File: config.mk
export PLATFORM = sky130hd
export DESIGN_NAME = gamepad_pmod_tx
export DESIGN_NICKNAME = d
export VERILOG_FILES = /design/src/rtl/gamepad_pmod_tx_pkg.sv /design/src/rtl/gamepad_pmod_tx.sv
export SDC_FILE = /design/constraint.sdc
export NUM_CORES = 1
export LEC_CHECK = 0
export BUFFER_PORTS_ARGS = -buffer_cell sky130_fd_sc_hd__clkbuf_2
export CAP_MARGIN = 10
export CORE_MARGIN = 5
export CORE_UTILIZATION = 50
export DETAILED_ROUTE_END_ITERATION = 7
export PLACE_DENSITY_LB_ADDON = 0.05
export SYNTH_ARGS = -nofsm -noshare
export SYNTH_HDL_FRONTEND = slang
export SYNTH_SLANG_ARGS = --single-unit
export TNS_END_PERCENT = 100
File: constraint.sdc
create_clock -name clk -period 2 [get_ports clk]
set_input_delay 0.2 -clock clk [delete_from_list [all_inputs] [get_ports clk]]
set_output_delay 0.2 -clock clk [all_outputs]
set_load 0.005 [all_outputs]
File: src/rtl/gamepad_pmod_tx_pkg.sv
// Shared definitions for the SNES-style gamepad PMOD link: frame geometry,
// FSM states and the word-assembly helper used by transmitter and receiver.
package gamepad_pmod_tx_pkg;

    localparam int unsigned GP_BITS        = 24;
    localparam int unsigned GP_BTN_PER_PAD = 12;

    // A missing controller reads as all buttons pressed (open-collector idle).
    localparam logic [GP_BTN_PER_PAD-1:0] GP_ABSENT_PAD = 12'hFFF;

    typedef enum logic [1:0] {
        StIdle    = 2'd0,
        StShiftLo = 2'd1,
        StShiftHi = 2'd2,
        StLatch   = 2'd3
    } gp_state_e;

    function automatic logic [GP_BITS-1:0] gp_frame_word(
        input logic [GP_BTN_PER_PAD-1:0] buttons_a,
        input logic                      present_a,
        input logic [GP_BTN_PER_PAD-1:0] buttons_b,
        input logic                      present_b
    );
        logic [GP_BTN_PER_PAD-1:0] pad_a;
        logic [GP_BTN_PER_PAD-1:0] pad_b;
        pad_a = present_a ? buttons_a : GP_ABSENT_PAD;
        pad_b = present_b ? buttons_b : GP_ABSENT_PAD;
        return {pad_a, pad_b};
    endfunction

endpackage

File: src/rtl/gamepad_pmod_tx.sv
// Serialises two 12-button controller states into a 24-bit clocked frame
// followed by a latch strobe, on request or at a fixed frame rate.
module gamepad_pmod_tx
    import gamepad_pmod_tx_pkg::*;
#(
    parameter int unsigned CLK_DIV      = 32,
    parameter int unsigned FRAME_CYCLES = 1066667
) (
    input  logic                      clk,
    input  logic                      rst_n,
    input  logic                      auto_en,
    input  logic                      start,
    input  logic [GP_BTN_PER_PAD-1:0] buttons_a,
    input  logic [GP_BTN_PER_PAD-1:0] buttons_b,
    input  logic                      present_a,
    input  logic                      present_b,
    output logic                      game_latch,
    output logic                      game_clk,
    output logic                      game_data,
    output logic                      busy,
    output logic                      frame_done
);

    localparam logic [7:0]  DivLast   = 8'(CLK_DIV - 1);
    localparam logic [20:0] FrameLast = 21'(FRAME_CYCLES - 1);
    localparam logic [4:0]  BitFirst  = 5'(GP_BITS - 1);

    gp_state_e            state_q, state_d;
    logic [7:0]           div_q, div_d;
    logic [4:0]           bit_q, bit_d;
    logic [20:0]          cnt_q, cnt_d;
    logic                 pend_q, pend_d;
    logic [GP_BITS-1:0]   shift_q, shift_d;
    logic                 latch_q, latch_d;
    logic                 gclk_q, gclk_d;
    logic                 data_q, data_d;
    logic                 busy_q, busy_d;
    logic                 done_q, done_d;

    logic                 expire;
    logic                 div_last;
    logic [GP_BITS-1:0]   snap_word;

    assign expire    = auto_en && (cnt_q == FrameLast);
    assign div_last  = (div_q == DivLast);
    assign snap_word = gp_frame_word(buttons_a, present_a, buttons_b, present_b);

    always_comb begin
        state_d = state_q;
        div_d   = div_q;
        bit_d   = bit_q;
        shift_d = shift_q;
        data_d  = data_q;
        pend_d  = pend_q;
        done_d  = 1'b0;

        if (!auto_en || expire) begin
            cnt_d = '0;
        end else begin
            cnt_d = cnt_q + 21'd1;
        end

        unique case (state_q)
            StIdle: begin
                if (start || expire || pend_q) begin
                    state_d = StShiftLo;
                    shift_d = snap_word;
                    data_d  = snap_word[GP_BITS-1];
                    bit_d   = BitFirst;
                    div_d   = '0;
                    pend_d  = 1'b0;
                end
            end
            StShiftLo: begin
                if (div_last) begin
                    state_d = StShiftHi;
                    div_d   = '0;
                end else begin
                    div_d = div_q + 8'd1;
                end
            end
            StShiftHi: begin
                if (div_last) begin
                    div_d = '0;
                    if (bit_q == 5'd0) begin
                        state_d = StLatch;
                    end else begin
                        // Next bit goes out on the first cycle of the low phase.
                        state_d = StShiftLo;
                        bit_d   = bit_q - 5'd1;
                        shift_d = {shift_q[GP_BITS-2:0], 1'b0};
                        data_d  = shift_q[GP_BITS-2];
                    end
                end else begin
                    div_d = div_q + 8'd1;
                end
            end
            StLatch: begin
                if (div_last) begin
                    state_d = StIdle;
                    div_d   = '0;
                    done_d  = 1'b1;
                end else begin
                    div_d = div_q + 8'd1;
                end
            end
            default: begin
                state_d = StIdle;
            end
        endcase

        // Expiry mid-frame is remembered and fires on return to idle.
        if (expire && (state_q != StIdle)) begin
            pend_d = 1'b1;
        end

        busy_d  = (state_d != StIdle);
        gclk_d  = (state_d == StShiftHi);
        latch_d = (state_d == StLatch);
    end

    always_ff @(posedge clk or negedge rst_n) begin
        if (!rst_n) begin
            state_q <= StIdle;
            div_q   <= '0;
            bit_q   <= '0;
            cnt_q   <= '0;
            pend_q  <= 1'b0;
            shift_q <= '0;
            latch_q <= 1'b0;
            gclk_q  <= 1'b0;
            data_q  <= 1'b0;
            busy_q  <= 1'b0;
            done_q  <= 1'b0;
        end else begin
            state_q <= state_d;
            div_q   <= div_d;
            bit_q   <= bit_d;
            cnt_q   <= cnt_d;
            pend_q  <= pend_d;
            shift_q <= shift_d;
            latch_q <= latch_d;
            gclk_q  <= gclk_d;
            data_q  <= data_d;
            busy_q  <= busy_d;
            done_q  <= done_d;
        end
    end

    assign game_latch = latch_q;
    assign game_clk   = gclk_q;
    assign game_data  = data_q;
    assign busy       = busy_q;
    assign frame_done = done_q;

endmodule

==> impl_metrics.yaml <==
timing:
  finalClockSkew_ps: 6.67
  grt_setup_unrepaired: "yes"
  slew_headroom: 0.730
  max_clock_freq_mhz: 503
  finalSetupTns_ps: 0
  setup_viol: 0
  maxSlewViolCount: 0
  whs_ps: 137
  period_minus_slack_ps: 1990
  tightest_slew_ps: 402
  period_share: 0.994
  hold_viol: 0
clock_network:
  cts_tree: "built"
  path_clk_slew_ps: 60
  clock-sinks: 65
  insertion_delay_ps: 340
  htreeDepth: 3
  cts_buffer_depth: 2
  root_buffer: "clkbuf_8"
  numCtsBuffers: 9
global_routing:
  grt_usage: 0.178
  grt_overflow_total: 0
  grt_max_degree: 66
  antenna_found_initial: 0
  grt_pass1_wl_um: 12100
  first_global_vias: 2583
yosys:
  ys_seq_area_frac: 0.487
  synth_area_um2: 3340
  synthDistinctLibCells: 47
  async_flop_share: 1.00
  synth_edf_count: 0
  yosys_warnings: 0
  postSynthCellCount: 345
  ys.flop_type: "dfrtp_1"
  synth_top_area_frac: 0.487
  yosys.area.top_type: "dfrtp_1"
  synth-seq-cells: 65
  avgSynthCellArea_um2: 9.68
  synth.area.top_cells: "dfrtp_1 49%, o221ai_1 5.5%, nand2_1 4.3%, nor2_1 4.2%, inv_1 3.7%"
  synth_fp_nets: 380
placement:
  port_buffers: 34
  dp_hpwl_um: 4630
  gp_congestion: 0.824
  dp_cells: 474
detailed_routing:
  drtIter0Drc: 93
  remaining_drc_errors: 0
  vias: 2713
  post_drt_wl_per_cell_um: 14.3
  vias_per_cell: 5.50
  ant_nets: 0
  drt_wl_total_um: 7070
  dr.pass1.iters: 4
critical_path:
  reg2reg_from: "cnt_q[0]$_DFF_PN0_"
  worstSetupStartpoint: "cnt_q[0]$_DFF_PN0_"
  r2r-end: "shift_q[4]$_DFFE_PN0P_"
  worstPathArrival_ps: 2200
  path_class: "reg -> reg"
  start_kind: "flop"
  cp.required_ps: 2210
  crit_path_max_fanout: 12
  crit_path_end_kind: "flop"
  worstRegToRegCells: 8
  r2r_slack_ps: 10
layout:
  num_antenna_cells: 0
  areaGrowthSynthToFinish_pct: 25.5
  nets: 446
  fin_util: 0.653
  fin_cells: 493
  drive_gt1_frac: 0.293
floorplanning:
  initial_utilization: 0.520
  die-height_um: 91.7
  core-area_um2: 6420
  pin_count: 35
  die_w_um: 91.7
  rows: 29
  dieArea_um2: 8420
worst_hold_path:
  hold_end: "shift_q[6]$_DFFE_PN0P_"
  hp-class: "in -> reg"
  hold_path_depth: 3
  worstHoldStart: "buttons_b[6]"
outcome:
  outcome: "finished, final reports clean"
job:
  drv_cap: 0
power:
  power_density_nw_per_um2: 1060
  p_leak_nw: 1.89
  peakVddDrop_v: 0.000543
## worst max-delay path, cell delays in order, from the launching register on
cell and delay, ps:
dfrtp_1 380, inv_1 60, ha_1 130, nor4b_2 180, nand4_1 150, or3_4 430
a2bb2oi_4 210, clkbuf_16 200, o221ai_1 110
## stage by stage
stage               cell area (µm²)  power, W  worst slack (ps)
global placement               3800   0.00313              13.5
detailed placement             3800   0.00317             -28.0
finish                         4190   0.00446              11.6
CTS                            4030   0.00435              8.97
floorplan                      3340   0.00277              3.73
global route                   4190   0.00478             -47.8
## how the worst max path moves through the flow
stage	cells past startpoint	slack (ps)	to
floorplan	8	4	shift_q[13]$_DFFE_PN0P_
global placement	6	10	shift_q[18]$_DFFE_PN0P_
detailed placement	8	-30	shift_q[7]$_DFFE_PN0P_
CTS	6	9	shift_q[20]$_DFFE_PN0P_
global route	8	-50	shift_q[18]$_DFFE_PN0P_
finish	8	10	shift_q[4]$_DFFE_PN0P_
## per-layer routing
| metal | routed length, µm | part of all wire | global-route usage | vias to the layer above |
|---|---|---|---|---|
| li1 | - | - | - | 1335 |
| met1 | 3270 | 0.46 | 0.236 | 1311 |
| met2 | 3430 | 0.49 | 0.276 | 53 |
| met3 | 290 | 0.041 | 0.0540 | 14 |
| met4 | 80 | 0.011 | 0.0681 | 0 |
| met5 | 0 | 0 | 0 | - |
## layout make-up
class	count	area (µm²)
flip-flops and latches	65	1630
multi-input cells	234	1640
well taps	77	96.3
repair buffers	68	495
fillers	531	2230
clock buffers	14	173
inverters	33	124
clock inverters	2	35.0
## state kept, by name (all words and copies together), names as in the netlist
signal	cells
shift_q	23
cnt_q	21
div_q	8
bit_q	5
state_q	2
busy	1
frame_done	1
game_clk	1
game_data	1
game_latch	1
pend_q	1
## cell families after synthesis
family                   after synthesis  share of synthesized area
flip-flops                            65                      0.487
AND/OR/NAND/NOR                      149                      0.230
AO/OA/AOI/OAI                         57                      0.136
multiplexers                           3                    0.00936
XOR/XNOR                              20                     0.0524
buffers and inverters                 46                     0.0663
adder cells (fa/ha/maj)                5                     0.0187
## cell usage after synthesis (all sizes together) (3+ instances only)
| cell | count |
|---|---|
| xor2 | 11 |
| a21oi | 7 |
| a2bb2oi | 3 |
| nor4b | 3 |
| dfrtp | 65 |
| o221ai | 23 |
| buf | 7 |
| clkbuf | 5 |
| nand4 | 7 |
| nor2 | 38 |
| nor2b | 17 |
| inv | 33 |
| and3 | 3 |
| o22ai | 3 |
| and4 | 5 |
| a22o | 3 |
| o21ai | 8 |
| xnor2 | 9 |
| a31oi | 4 |
| nand3 | 14 |
| and2b | 7 |
| nand2 | 38 |
| nor3 | 8 |
| ha | 5 |
## cell usage in the layout (no fill, tap or decap), types with 3 or more instances in the layout
cell and n:
dfrtp_1 65, nand2_1 38, nor2_1 35, clkbuf_2 34
inv_1 33, buf_4 28, nor2b_1 17, o221ai_2 16
nand3_1 13, clkbuf_8 12, xor2_1 11, xnor2_1 9
o21ai_0 8, nand4_1 7, a21oi_1 7, and2b_2 7
o221ai_1 7, nor3_1 6, ha_1 5, and4_1 4
a31oi_1 4, buf_12 4, and3_1 3, o22ai_1 3
nor2_2 3, a22o_1 3
## power by group
| group | internal (W) | switching (W) | total, W | leakage (nW) |
|---|---|---|---|---|
| clock | 0.000677 | 0.000475 | 0.00115 | 0.107 |
| sequential | 0.00171 | 0.000269 | 0.00198 | 0.799 |
| combinational | 0.000731 | 0.000604 | 0.00133 | 0.985 |
## timing repair
action	CTS	global route
endpoints found under the hold margin	65	0
buffers inserted	0	1
pin swaps	0	3
gates cloned	0	1
resized for setup	1	23
setup endpoints to repair	22	37
hold buffers	1	0
(Power assumes the default switching activity.)
